**src/rtl/sign_condition_unit_if.sv**
```systemverilog
// Purpose  : operand/condition input handshake and classification result output handshake.
// Latency  : n/a (signal bundle only).
// Backpres.: in_valid/in_ready on the input side, out_valid/out_ready on the output side.
// Signals:
//   in_valid, in_ready, in_data[WIDTH-1:0], in_cond[2:0]   producer -> unit
//   out_valid, out_ready, out_lt, out_eq, out_gt, out_jump unit -> consumer
// master = producer/consumer side (testbench or surrounding logic), slave = the unit.
interface sign_condition_unit_if #(
  parameter int WIDTH = 16
) ();
  logic             in_valid;
  logic             in_ready;
  logic [WIDTH-1:0] in_data;
  logic [2:0]       in_cond;
  logic             out_valid;
  logic             out_ready;
  logic             out_lt;
  logic             out_eq;
  logic             out_gt;
  logic             out_jump;

  modport master (
    output in_valid, in_data, in_cond, out_ready,
    input  in_ready, out_valid, out_lt, out_eq, out_gt, out_jump
  );

  modport slave (
    input  in_valid, in_data, in_cond, out_ready,
    output in_ready, out_valid, out_lt, out_eq, out_gt, out_jump
  );
endinterface

```
**src/rtl/sign_condition_unit.sv**
```systemverilog
// Purpose  : classify a signed operand as lt/eq/gt, evaluate a {gt,eq,lt} jump mask, count negatives.
// Latency  : 1 cycle from accept to out_valid; 1 result per cycle while out_ready is high.
// Backpres.: in_ready = ~rst & (~out_valid | out_ready); no skid buffer, a stalled result holds.
// Ports:
//   clk, rst          clock and synchronous active-high reset
//   bus (slave)       in_valid/in_ready/in_data/in_cond, out_valid/out_ready/out_lt/out_eq/out_gt/out_jump
//   clr_count         synchronous clear of neg_count (a same-cycle negative accept still counts)
//   neg_count         saturating count of accepted negative operands
// Optional feature macro SIGN_COND_STICKY_FLAGS_EN adds:
//   sticky_clr        clears sticky_flags (same-cycle accepted flags still set)
//   sticky_flags      OR of {gt,eq,lt} over all accepted operands
module sign_condition_unit #(
  parameter int WIDTH     = 16,
  parameter int CNT_WIDTH = 8
) (
  input  logic                 clk,
  input  logic                 rst,
  sign_condition_unit_if.slave bus,
  input  logic                 clr_count,
  output logic [CNT_WIDTH-1:0] neg_count
`ifdef SIGN_COND_STICKY_FLAGS_EN
  ,
  input  logic [0:0]           sticky_clr,
  output logic [2:0]           sticky_flags
`endif
);

  logic                 lt, eq, gt, jump;
  logic                 ready, accept;
  logic                 valid_q, valid_d;
  logic [3:0]           flags_q, flags_d;   // {jump, gt, eq, lt}
  logic [CNT_WIDTH-1:0] cnt_q, cnt_d;

  // Classification: the sign bit alone decides lt, so the most negative value is lt.
  assign lt   = bus.in_data[WIDTH-1];
  assign eq   = (bus.in_data == '0);
  assign gt   = ~lt & ~eq;
  assign jump = |(bus.in_cond & {gt, eq, lt});

  // Depth-1 register: a slot is free when empty or being drained this cycle.
  assign ready  = ~rst & (~valid_q | bus.out_ready);
  assign accept = bus.in_valid & ready;

  always_comb begin
    valid_d = valid_q;
    flags_d = flags_q;
    if (accept) begin
      valid_d = 1'b1;
      flags_d = {jump, gt, eq, lt};
    end else if (valid_q & bus.out_ready) begin
      // Drain only drops valid; the flag bits keep their last value.
      valid_d = 1'b0;
    end
  end

  always_comb begin
    cnt_d = cnt_q;
    if (clr_count) begin
      cnt_d = CNT_WIDTH'(accept & lt);
    end else if (accept & lt & ~(&cnt_q)) begin
      cnt_d = cnt_q + CNT_WIDTH'(1);
    end
  end

  always_ff @(posedge clk) begin
    if (rst) begin
      valid_q <= 1'b0;
      flags_q <= '0;
      cnt_q   <= '0;
    end else begin
      valid_q <= valid_d;
      flags_q <= flags_d;
      cnt_q   <= cnt_d;
    end
  end

`ifdef SIGN_COND_STICKY_FLAGS_EN
  logic [2:0] sticky_q, sticky_d;

  always_comb begin
    sticky_d = sticky_clr[0] ? 3'b000 : sticky_q;
    if (accept) begin
      sticky_d = sticky_d | {gt, eq, lt};
    end
  end

  always_ff @(posedge clk) begin
    if (rst) begin
      sticky_q <= 3'b000;
    end else begin
      sticky_q <= sticky_d;
    end
  end

  assign sticky_flags = sticky_q;
`endif

  assign bus.in_ready  = ready;
  assign bus.out_valid = valid_q;
  assign bus.out_lt    = flags_q[0];
  assign bus.out_eq    = flags_q[1];
  assign bus.out_gt    = flags_q[2];
  assign bus.out_jump  = flags_q[3];
  assign neg_count     = cnt_q;

endmodule

```
**src/flat_wrapper.sv**
```systemverilog
// flat-port wrapper written by rule: the top's interface ports become plain ports
module sign_condition_unit_flat 
#(
  parameter int WIDTH     = 16,
  parameter int CNT_WIDTH = 8
)
  (clk, rst, clr_count, neg_count, bus_in_valid, bus_in_data, bus_in_cond, bus_out_ready, bus_in_ready, bus_out_valid, bus_out_lt, bus_out_eq, bus_out_gt, bus_out_jump);
  sign_condition_unit_if #(.WIDTH(WIDTH)) bus_i ();
  input  logic clk;
  input  logic rst;
  input  logic clr_count;
  output logic [CNT_WIDTH-1:0] neg_count;
  input wire logic [$bits(bus_i.in_valid)-1:0] bus_in_valid;
  input wire logic [$bits(bus_i.in_data)-1:0] bus_in_data;
  input wire logic [$bits(bus_i.in_cond)-1:0] bus_in_cond;
  input wire logic [$bits(bus_i.out_ready)-1:0] bus_out_ready;
  output wire logic [$bits(bus_i.in_ready)-1:0] bus_in_ready;
  output wire logic [$bits(bus_i.out_valid)-1:0] bus_out_valid;
  output wire logic [$bits(bus_i.out_lt)-1:0] bus_out_lt;
  output wire logic [$bits(bus_i.out_eq)-1:0] bus_out_eq;
  output wire logic [$bits(bus_i.out_gt)-1:0] bus_out_gt;
  output wire logic [$bits(bus_i.out_jump)-1:0] bus_out_jump;
  assign bus_i.in_valid = bus_in_valid;
  assign bus_i.in_data = bus_in_data;
  assign bus_i.in_cond = bus_in_cond;
  assign bus_i.out_ready = bus_out_ready;
  assign bus_in_ready = bus_i.in_ready;
  assign bus_out_valid = bus_i.out_valid;
  assign bus_out_lt = bus_i.out_lt;
  assign bus_out_eq = bus_i.out_eq;
  assign bus_out_gt = bus_i.out_gt;
  assign bus_out_jump = bus_i.out_jump;
  sign_condition_unit #(.WIDTH(WIDTH), .CNT_WIDTH(CNT_WIDTH)) u_core (.clk(clk), .rst(rst), .bus(bus_i), .clr_count(clr_count), .neg_count(neg_count));
endmodule
```
**config.mk**
```make
export PLATFORM = sky130hd
export DESIGN_NAME = sign_condition_unit_flat
export DESIGN_NICKNAME = d
export VERILOG_FILES = /design/src/rtl/sign_condition_unit_if.sv /design/src/rtl/sign_condition_unit.sv /design/src/flat_wrapper.sv
export SDC_FILE = /design/constraint.sdc
export NUM_CORES = 1
export LEC_CHECK = 0
export CELL_PAD_IN_SITES_DETAIL_PLACEMENT = 0
export CELL_PAD_IN_SITES_GLOBAL_PLACEMENT = 1
export CORE_MARGIN = 1
export CORE_UTILIZATION = 26
export CTS_CLUSTER_SIZE = 16
export DETAILED_ROUTE_END_ITERATION = 10
export PLACE_DENSITY_LB_ADDON = 0.15
export SLEW_MARGIN = 30
export SYNTH_ARGS = -nofsm -noshare
export SYNTH_HDL_FRONTEND = slang
export SYNTH_SLANG_ARGS = --single-unit
```
**constraint.sdc**
```tcl
create_clock -name clk -period 1.7 [get_ports clk]
set_input_delay 0.17 -clock clk [delete_from_list [all_inputs] [get_ports clk]]
set_output_delay 0.17 -clock clk [all_outputs]
set_load 0.05 [all_outputs]
```
# After elaboration in Yosys (flattened, before gate mapping)

Cells that the tools add are included.
Widths: inputs -> output; s select.

Mux-type cells: 4
Bitwise operators: 14
Reductions and logical operators: 5
Add/subtract/negate cells: 1

Operators by type and width:

| cell                | count |
|---|---|
| $logic_not 16->1    | 1 |
| $mux 8              | 2 |
| $add 8x1->8 const B | 1 |
| $reduce_and 8->1    | 1 |
| $and 1x1->1         | 7 |
| $not 1->1           | 5 |
| $reduce_bool 2->1   | 2 |
| $and 3x3->3         | 1 |
| $reduce_or 3->1     | 1 |
| $mux 1              | 2 |
| $or 1x1->1          | 1 |

Input port bits: 24
Output and inout port bits: 14
Logic and storage cells: 27
Register bits: 13

# Depth between registers and ports, before layout

Gate-level depths: netlist of the first run.

Depth in word-level cells: 8
Gate-level depth with buffers: 6

# Worst setup path after synthesis of the first run

OpenSTA, ideal clock, no wires.

Path kind: flip-flop to flip-flop
Start point: register u_core.cnt_q[3], in the netlist u_core.neg_count[3]
End point: register u_core.cnt_q[0], in the netlist u_core.neg_count[0]
Setup time: 0.067 ns
Stages on the path, launching flop included: 5
Path slack: -0.064 ns
Required time: 1.633 ns
Data arrival time: 1.697 ns
Clock period less this slack: 1.764 ns
Cells stage by stage: dfxtp_1 > and4_4 > nand4_4 > a2111o_1 > o21ai_2

Word-level cells in the longest chain between the ends: 4

Ends and longest elaborated chain:

| what                        | RTL line                  | RTL |
|---|---|---|
| start, declared             | sign_condition_unit.sv:32 | `logic [CNT_WIDTH-1:0] cnt_q, cnt_d;` |
| start signal, assigned      | sign_condition_unit.sv:73 | `cnt_q <= cnt_d;` |
| $reduce_and 8->1            | sign_condition_unit.sv:60 | `end else if (accept & lt & ~(&cnt_q)) begin` |
| $not 1->1                   | sign_condition_unit.sv:60 |  |
| $and 1x1->1                 | sign_condition_unit.sv:60 |  |
| $reduce_bool 2->1 (no line) | n/a                       |  |

No other way between the ends.
A chain may end at the register's enable or synchronous reset.

# Worst setup path after layout of the first run

Start point: register u_core.cnt_q[0], in the netlist u_core.neg_count[0]
End point: output neg_count[0]

RTL lines:

| what          | RTL line           | RTL |
|---|---|---|
| end, declared | flat_wrapper.sv:12 | `output logic [CNT_WIDTH-1:0] neg_count;` |

No word-level cell between the ends.

==> impl_metrics.json, run 1 <==
{
  "status": "finished, final reports clean",
  "detail_route.first_pass.iterations": 4,
  "crit_fanout": 4,
  "htreeDepth": 1,
  "ys_ff_latch": 13,
  "routabilityCongestion": 0.703,
  "worstPathCellList": "clkdlybuf4s50_1",
  "hold-path-cell-count": 2,
  "worstMarginPinSlew_ps": 499,
  "grt_pass1_wl_um": 3180,
  "synth_top_area_frac": 0.377,
  "first_global_vias": 757,
  "die_h_um": 53.5,
  "endpoint_kind": "output pin",
  "wl_met2_um": 869,
  "worstRegToRegCells": 4,
  "holdBufCountCts": 0,
  "critPathLaunchType": "register",
  "synth_top_cell_by_area": "dfxtp_1",
  "synth_area_leaders": "dfxtp_1, a21oi_1, nor2_1, nor4_1, nand2_1",
  "clk_latency_ps": 270,
  "post_cts_buffers": 0,
  "cts_tree": "built",
  "dp_slack_ps": 12.5,
  "drt-total-wl_um": 1970,
  "setup_ws_ps": 84.1,
  "clock.fmax_mhz": 619,
  "synth_cell_type_count": 35,
  "synthToLayoutAreaGrowth_pct": 67.7,
  "cp.arrival_ps": 1450,
  "worstReg2RegStart": "u_core.neg_count[1]",
  "top_layer": "met4",
  "path_delay_family": "buffers and inverters",
  "grt_usage": 0.153,
  "syn_nets": 105,
  "multi_input_area_um2": 412,
  "antenna_left": 0,
  "path_buf_inv": 1,
  "final_nets": 150,
  "yosys_warnings": 0,
  "synthesis.area_um2": 689,
  "die_w_um": 53.5,
  "wl_met3_um": 162,
  "finalNonFillerCells": 154,
  "p_leak_nw": 0.462,
  "power_density_mw_per_mm2": 585,
  "fillers": 251,
  "hold_end": "u_core.flags_q[3]",
  "slew_headroom": 0.666,
  "numCtsBuffers": 3,
  "wl_met1_um": 914,
  "dpl_cell_area_mm2": 0.00113,
  "clkSinkCount": 13,
  "tns_ps": 0,
  "overflow": 0,
  "async_flop_share": 0,
  "port_buffers": 37,
  "maxCapViolCount": 0,
  "fin_skew_ps": 7.39,
  "core_area_mm2": 0.00250,
  "register_area_um2": 267,
  "post-route-min-period_ps": 1620,
  "grt_max_degree": 9,
  "r2r_setup_slack_ps": 250,
  "syn_inst": 80,
  "n_antenna_cell": 0,
  "hp-class": "reg -> reg",
  "peakVddDrop_v": 0.000353,
  "wl_per_cell_um": 12.8,
  "drc_errors": 0,
  "synth_seq_area_share": 0.377,
  "initial_core_util": 0.276,
  "row_count": 18,
  "rr_endpoint": "u_core.neg_count[0]",
  "setup_viol": 0,
  "synth_ff_type": "dfxtp_1",
  "die_area_mm2": 0.00286,
  "cts_buffer_depth": 2,
  "critical_path_class": "reg -> out",
  "cp_slowest_cell": "clkdlybuf4s50_1",
  "ioPinCount": 38,
  "syn_area_per_cell_um2": 8.62,
  "clkTransAtPathRegs_ps": 100,
  "via_count": 784,
  "viasPerCell": 5.09,
  "worstSetupPathDepth": 1,
  "timing_hold_violations_final": 0,
  "postLayoutCellArea_mm2": 0.00116,
  "finalMaxSlewViolations": 0,
  "hp-start": "u_core.flags_q[3]",
  "critPathMaxStageDelay_ps": 810,
  "finalCritPeriodShare": 0.951,
  "synth_edf_count": 0,
  "dpl.cell_count": 150,
  "rsz0062_at_grt": "false",
  "cts_resized": 0,
  "dpl.hpwl_um": 1560,
  "antenna_found_initial": 0,
  "required_ps": 1530,
  "root_buffer": "clkbuf_4",
  "drt_iter0_drc": 11,
  "drive_above_1_share": 0.226
}
[stage by stage]
| stage | hold WS (ps) | power, mW | util |
|---|---|---|---|
| final | 471 | 0.676 | 0.462 |
| after detailed placement | 461 | 0.484 | 0.451 |
| after global placement | 450 | 0.483 | 0.451 |
| after floorplan | 291 | 0.394 | - |
| after CTS | 475 | 0.679 | 0.462 |
| after global routing | 491 | 0.708 | 0.462 |
[layer usage]
metal / global-route usage / up-vias
met3: 0.0201 / 2
met2: 0.273 / 33
met5: 0 / -
li1: - / 397
met1: 0.185 / 352
met4: 0.0526 / 0
[flip-flops by register name, indices dropped and copies added, names as in the netlist]
register	cells
u_core.flags_q	4
u_core.neg_count	8
u_core.bus.out_valid	1
[worst max path at each step]
stage / to / start
floorplan: u_core.neg_count[0] / u_core.neg_count[6]
global placement: u_core.flags_q[3] / bus_in_data[15]
detailed placement: u_core.flags_q[3] / bus_in_data[15]
CTS: neg_count[0] / u_core.neg_count[0]
global route: neg_count[0] / u_core.neg_count[0]
finish: neg_count[0] / u_core.neg_count[0]
[final cells by class]
type                    count  area share
multi-input cells          63       0.356
well taps                  30      0.0325
inverters                   2     0.00649
clock inverters             1     0.00433
flip-flops and latches     13       0.231
repair buffers             42       0.351
clock buffers               3      0.0195
[cells in the mapped netlist (all sizes together), types with 2 or more instances]
| master | number |
|---|---|
| nor2 | 9 |
| nand3 | 3 |
| a41o | 2 |
| nor2b | 4 |
| inv | 2 |
| o21ai | 3 |
| nor4 | 5 |
| and3 | 2 |
| nand2 | 6 |
| a21oi | 8 |
| buf | 2 |
| nand4 | 3 |
| dfxtp | 13 |
[power breakdown]
| group | total (mW) | internal (mW) | leakage (nW) | switching [mW] |
|---|---|---|---|---|
| clock | 0.200 | 0.0870 | 0.0177 | 0.113 |
| sequential | 0.318 | 0.313 | 0.108 | 0.00527 |
| combinational | 0.158 | 0.0846 | 0.336 | 0.0733 |
[cells by family after synthesis]
group                      count (synthesis)  synth area share
AOI/OAI and AO/OA                         22             0.229
DFF                                       13             0.377
adders and majority gates                  1            0.0181
buffers and inverters                      4            0.0254
muxes                                      1            0.0145
and+or+nand+nor                           39             0.336
[layout by cell type, fill, tap and decap left out, types with 2 or more instances in the layout]
| cell | count |
|---|---|
| nand3_1 | 3 |
| o21ai_0 | 2 |
| nor4_1 | 5 |
| inv_1 | 2 |
| a41o_1 | 2 |
| nor2b_1 | 3 |
| nand2_1 | 6 |
| clkdlybuf4s50_1 | 31 |
| clkbuf_4 | 3 |
| dfxtp_1 | 8 |
| a21oi_1 | 8 |
| nor2_1 | 9 |
| dfxtp_2 | 5 |
| nand4_1 | 2 |
| buf_4 | 10 |
No activity file was read; power rests on OpenSTA's default activity.
==> run 2, diff against run 1 <==
==> constraint.sdc (replaced) <==
create_clock -name clk -period 1.75 [get_ports clk]
set_input_delay 0.4375 -clock clk [delete_from_list [all_inputs] [get_ports clk]]
set_output_delay 0.4375 -clock clk [all_outputs]
set_load 0.05 [all_outputs]
==> run 2 against run 1 <==
Net effect:
- routed wire length increased by 2.7%
- first-iteration DRC count rose by 36%
- clock power down 5%
- critical path depth up 3
- hold slack hardly changed
- setup slack lost 36 ps
- cell count rose by 1.9%
- critical endpoint is now bus_in_ready
==> impl_metrics.json, run 2 (synthesized netlist as in run 1, its figures left out) <==
{
  "intPower_uw": 476,
  "critPathCapture": "bus_in_ready",
  "cp-startpoint": "bus_out_ready",
  "dpl_cell_area_mm2": 0.00118,
  "grt_max_degree": 9,
  "power_frac_clock": 0.289,
  "finalMaxSlewViolations": 0,
  "post-route-min-period_ps": 1700,
  "detail_route.first_pass.iterations": 4,
  "maxCapViolCount": 0,
  "crit_fanout": 3,
  "overflow": 0,
  "synthToLayoutAreaGrowth_pct": 78.2,
  "worstPathCellList": "clkdlybuf4s50_1, nor2b_4, nor2_4, buf_12",
  "critical_path_class": "in -> out",
  "drc_errors": 0,
  "clock.fmax_mhz": 587,
  "core_area_mm2": 0.00250,
  "clkSinkCount": 13,
  "tns_ps": 0,
  "numCtsBuffers": 3,
  "dpl.cell_count": 153,
  "switchingPower_uw": 183,
  "post_cts_buffers": 0,
  "clk_latency_ps": 270,
  "largest_reg_flops": 8,
  "peakVddDrop_v": 0.000336,
  "layout_common_cells": "clkdlybuf4s50_1, buf_4, dfxtp_1",
  "critPathLaunchType": "primary input",
  "finalCritPeriodShare": 0.973,
  "required_ps": 1310,
  "setup_viol": 0,
  "final_common_cell": "clkdlybuf4s50_1",
  "wl_per_cell_um": 12.9,
  "critPathMaxStageDelay_ps": 450,
  "worstReg2RegStart": "u_core.neg_count[0]",
  "cts_tree": "built",
  "htreeDepth": 1,
  "antenna_found_initial": 0,
  "first_global_vias": 660,
  "die_h_um": 53.5,
  "via_count": 805,
  "routabilityCongestion": 0.778,
  "drt_iter0_drc": 15,
  "p_comb_frac": 0.242,
  "root_buffer": "clkbuf_4",
  "p_leak_nw": 0.514,
  "cp_slowest_cell": "clkdlybuf4s50_1",
  "power_density_mw_per_mm2": 536,
  "holdBufCountCts": 0,
  "port_buffers": 37,
  "clkTransAtPathRegs_ps": 80,
  "timing_hold_violations_final": 0,
  "dpl.hpwl_um": 1560,
  "n_antenna_cell": 0,
  "antenna_left": 0,
  "finalNonFillerCells": 157,
  "slew_headroom": 0.772,
  "fin_skew_ps": 1.69,
  "rr_endpoint": "u_core.neg_count[0]",
  "hp-class": "reg -> reg",
  "endpoint_kind": "output pin",
  "worstMarginPinSlew_ps": 338,
  "drive_above_1_share": 0.291,
  "switching_share": 0.278,
  "setup_ws_ps": 47.8,
  "drt-total-wl_um": 2020,
  "viasPerCell": 5.13,
  "grt_pass1_wl_um": 2720,
  "initial_core_util": 0.276,
  "final_nets": 153,
  "fillers": 247,
  "r2r_setup_slack_ps": 260,
  "cts_buffer_depth": 2,
  "worstRegToRegCells": 4,
  "die_w_um": 53.5,
  "pwr-share-seq": 0.470,
  "rsz0062_at_grt": "false",
  "status": "finished, final reports clean",
  "dp_slack_ps": -236,
  "postLayoutCellArea_mm2": 0.00123,
  "cp.arrival_ps": 1260,
  "row_count": 18,
  "grt_usage": 0.136,
  "ioPinCount": 38,
  "die_area_mm2": 0.00286
}
==> run 2: per-stage QoR <==
step,power [mW],hold slack [ps],util
2_1_floorplan,0.383,558,-
3_3_place_gp,0.470,455,0.471
6_report,0.659,471,0.491
4_1_cts,0.669,481,0.486
3_5_place_dp,0.471,466,0.471
5_1_grt,0.692,504,0.491
==> run 2: what timing repair did <==
action / in CTS / in global routing
gates resized for setup: 4 / 3
hold endpoints to repair: 0 / 0
pin swaps: 0 / 0
setup endpoints to repair: 1 / 3
==> run 2: how the worst min path moves through the flow <==
stage,depth (start not counted),slack (ps),to,startpoint
6_report,2,470,u_core.flags_q[3],u_core.flags_q[3]
5_1_grt,2,500,u_core.flags_q[1],u_core.flags_q[1]
4_1_cts,2,480,u_core.flags_q[3],u_core.flags_q[3]
3_5_place_dp,2,470,u_core.flags_q[1],u_core.flags_q[1]
3_3_place_gp,2,450,u_core.flags_q[3],u_core.flags_q[3]
2_1_floorplan,2,560,u_core.bus.out_valid,bus_in_valid
==> run 2: power by group through the flow <==
stage	Clock, mW	Combinational [mW]	Sequential [mW]
after floorplan	0	0.0394	0.344
after global placement	0	0.154	0.316
after detailed placement	0	0.155	0.316
after CTS	0.202	0.158	0.309
after global routing	0.213	0.169	0.310
final	0.190	0.159	0.309
==> run 2: layer usage <==
layer  GRT usage  vias to the layer above  share of wire
li1            -                      405              -
met1       0.156                      371           0.44
met5           0                        -              0
met2       0.227                       27           0.46
met3      0.0374                        2          0.089
met4      0.0658                        0         0.0064
==> run 2: critical path: cells and delay by family <==
family                 cells  cell delay [ps]
buffers and inverters      2              590
and+or+nand+nor            2              230
==> run 2: area by class of cell <==
type	instances	area (µm²)	share of cell area
clock buffers	4	26.3	0.0214
inverters	2	7.51	0.00611
multi-input cells	63	433	0.352
flip-flops and latches	13	262	0.213
well taps	30	37.5	0.0305
repair buffers	45	463	0.377
==> run 3, diff against run 2 <==
Settings changed: CAP_MARGIN set to 20.
==> results of run 3 <==
Final layout, timing and power as in run 2 (identical DEF).
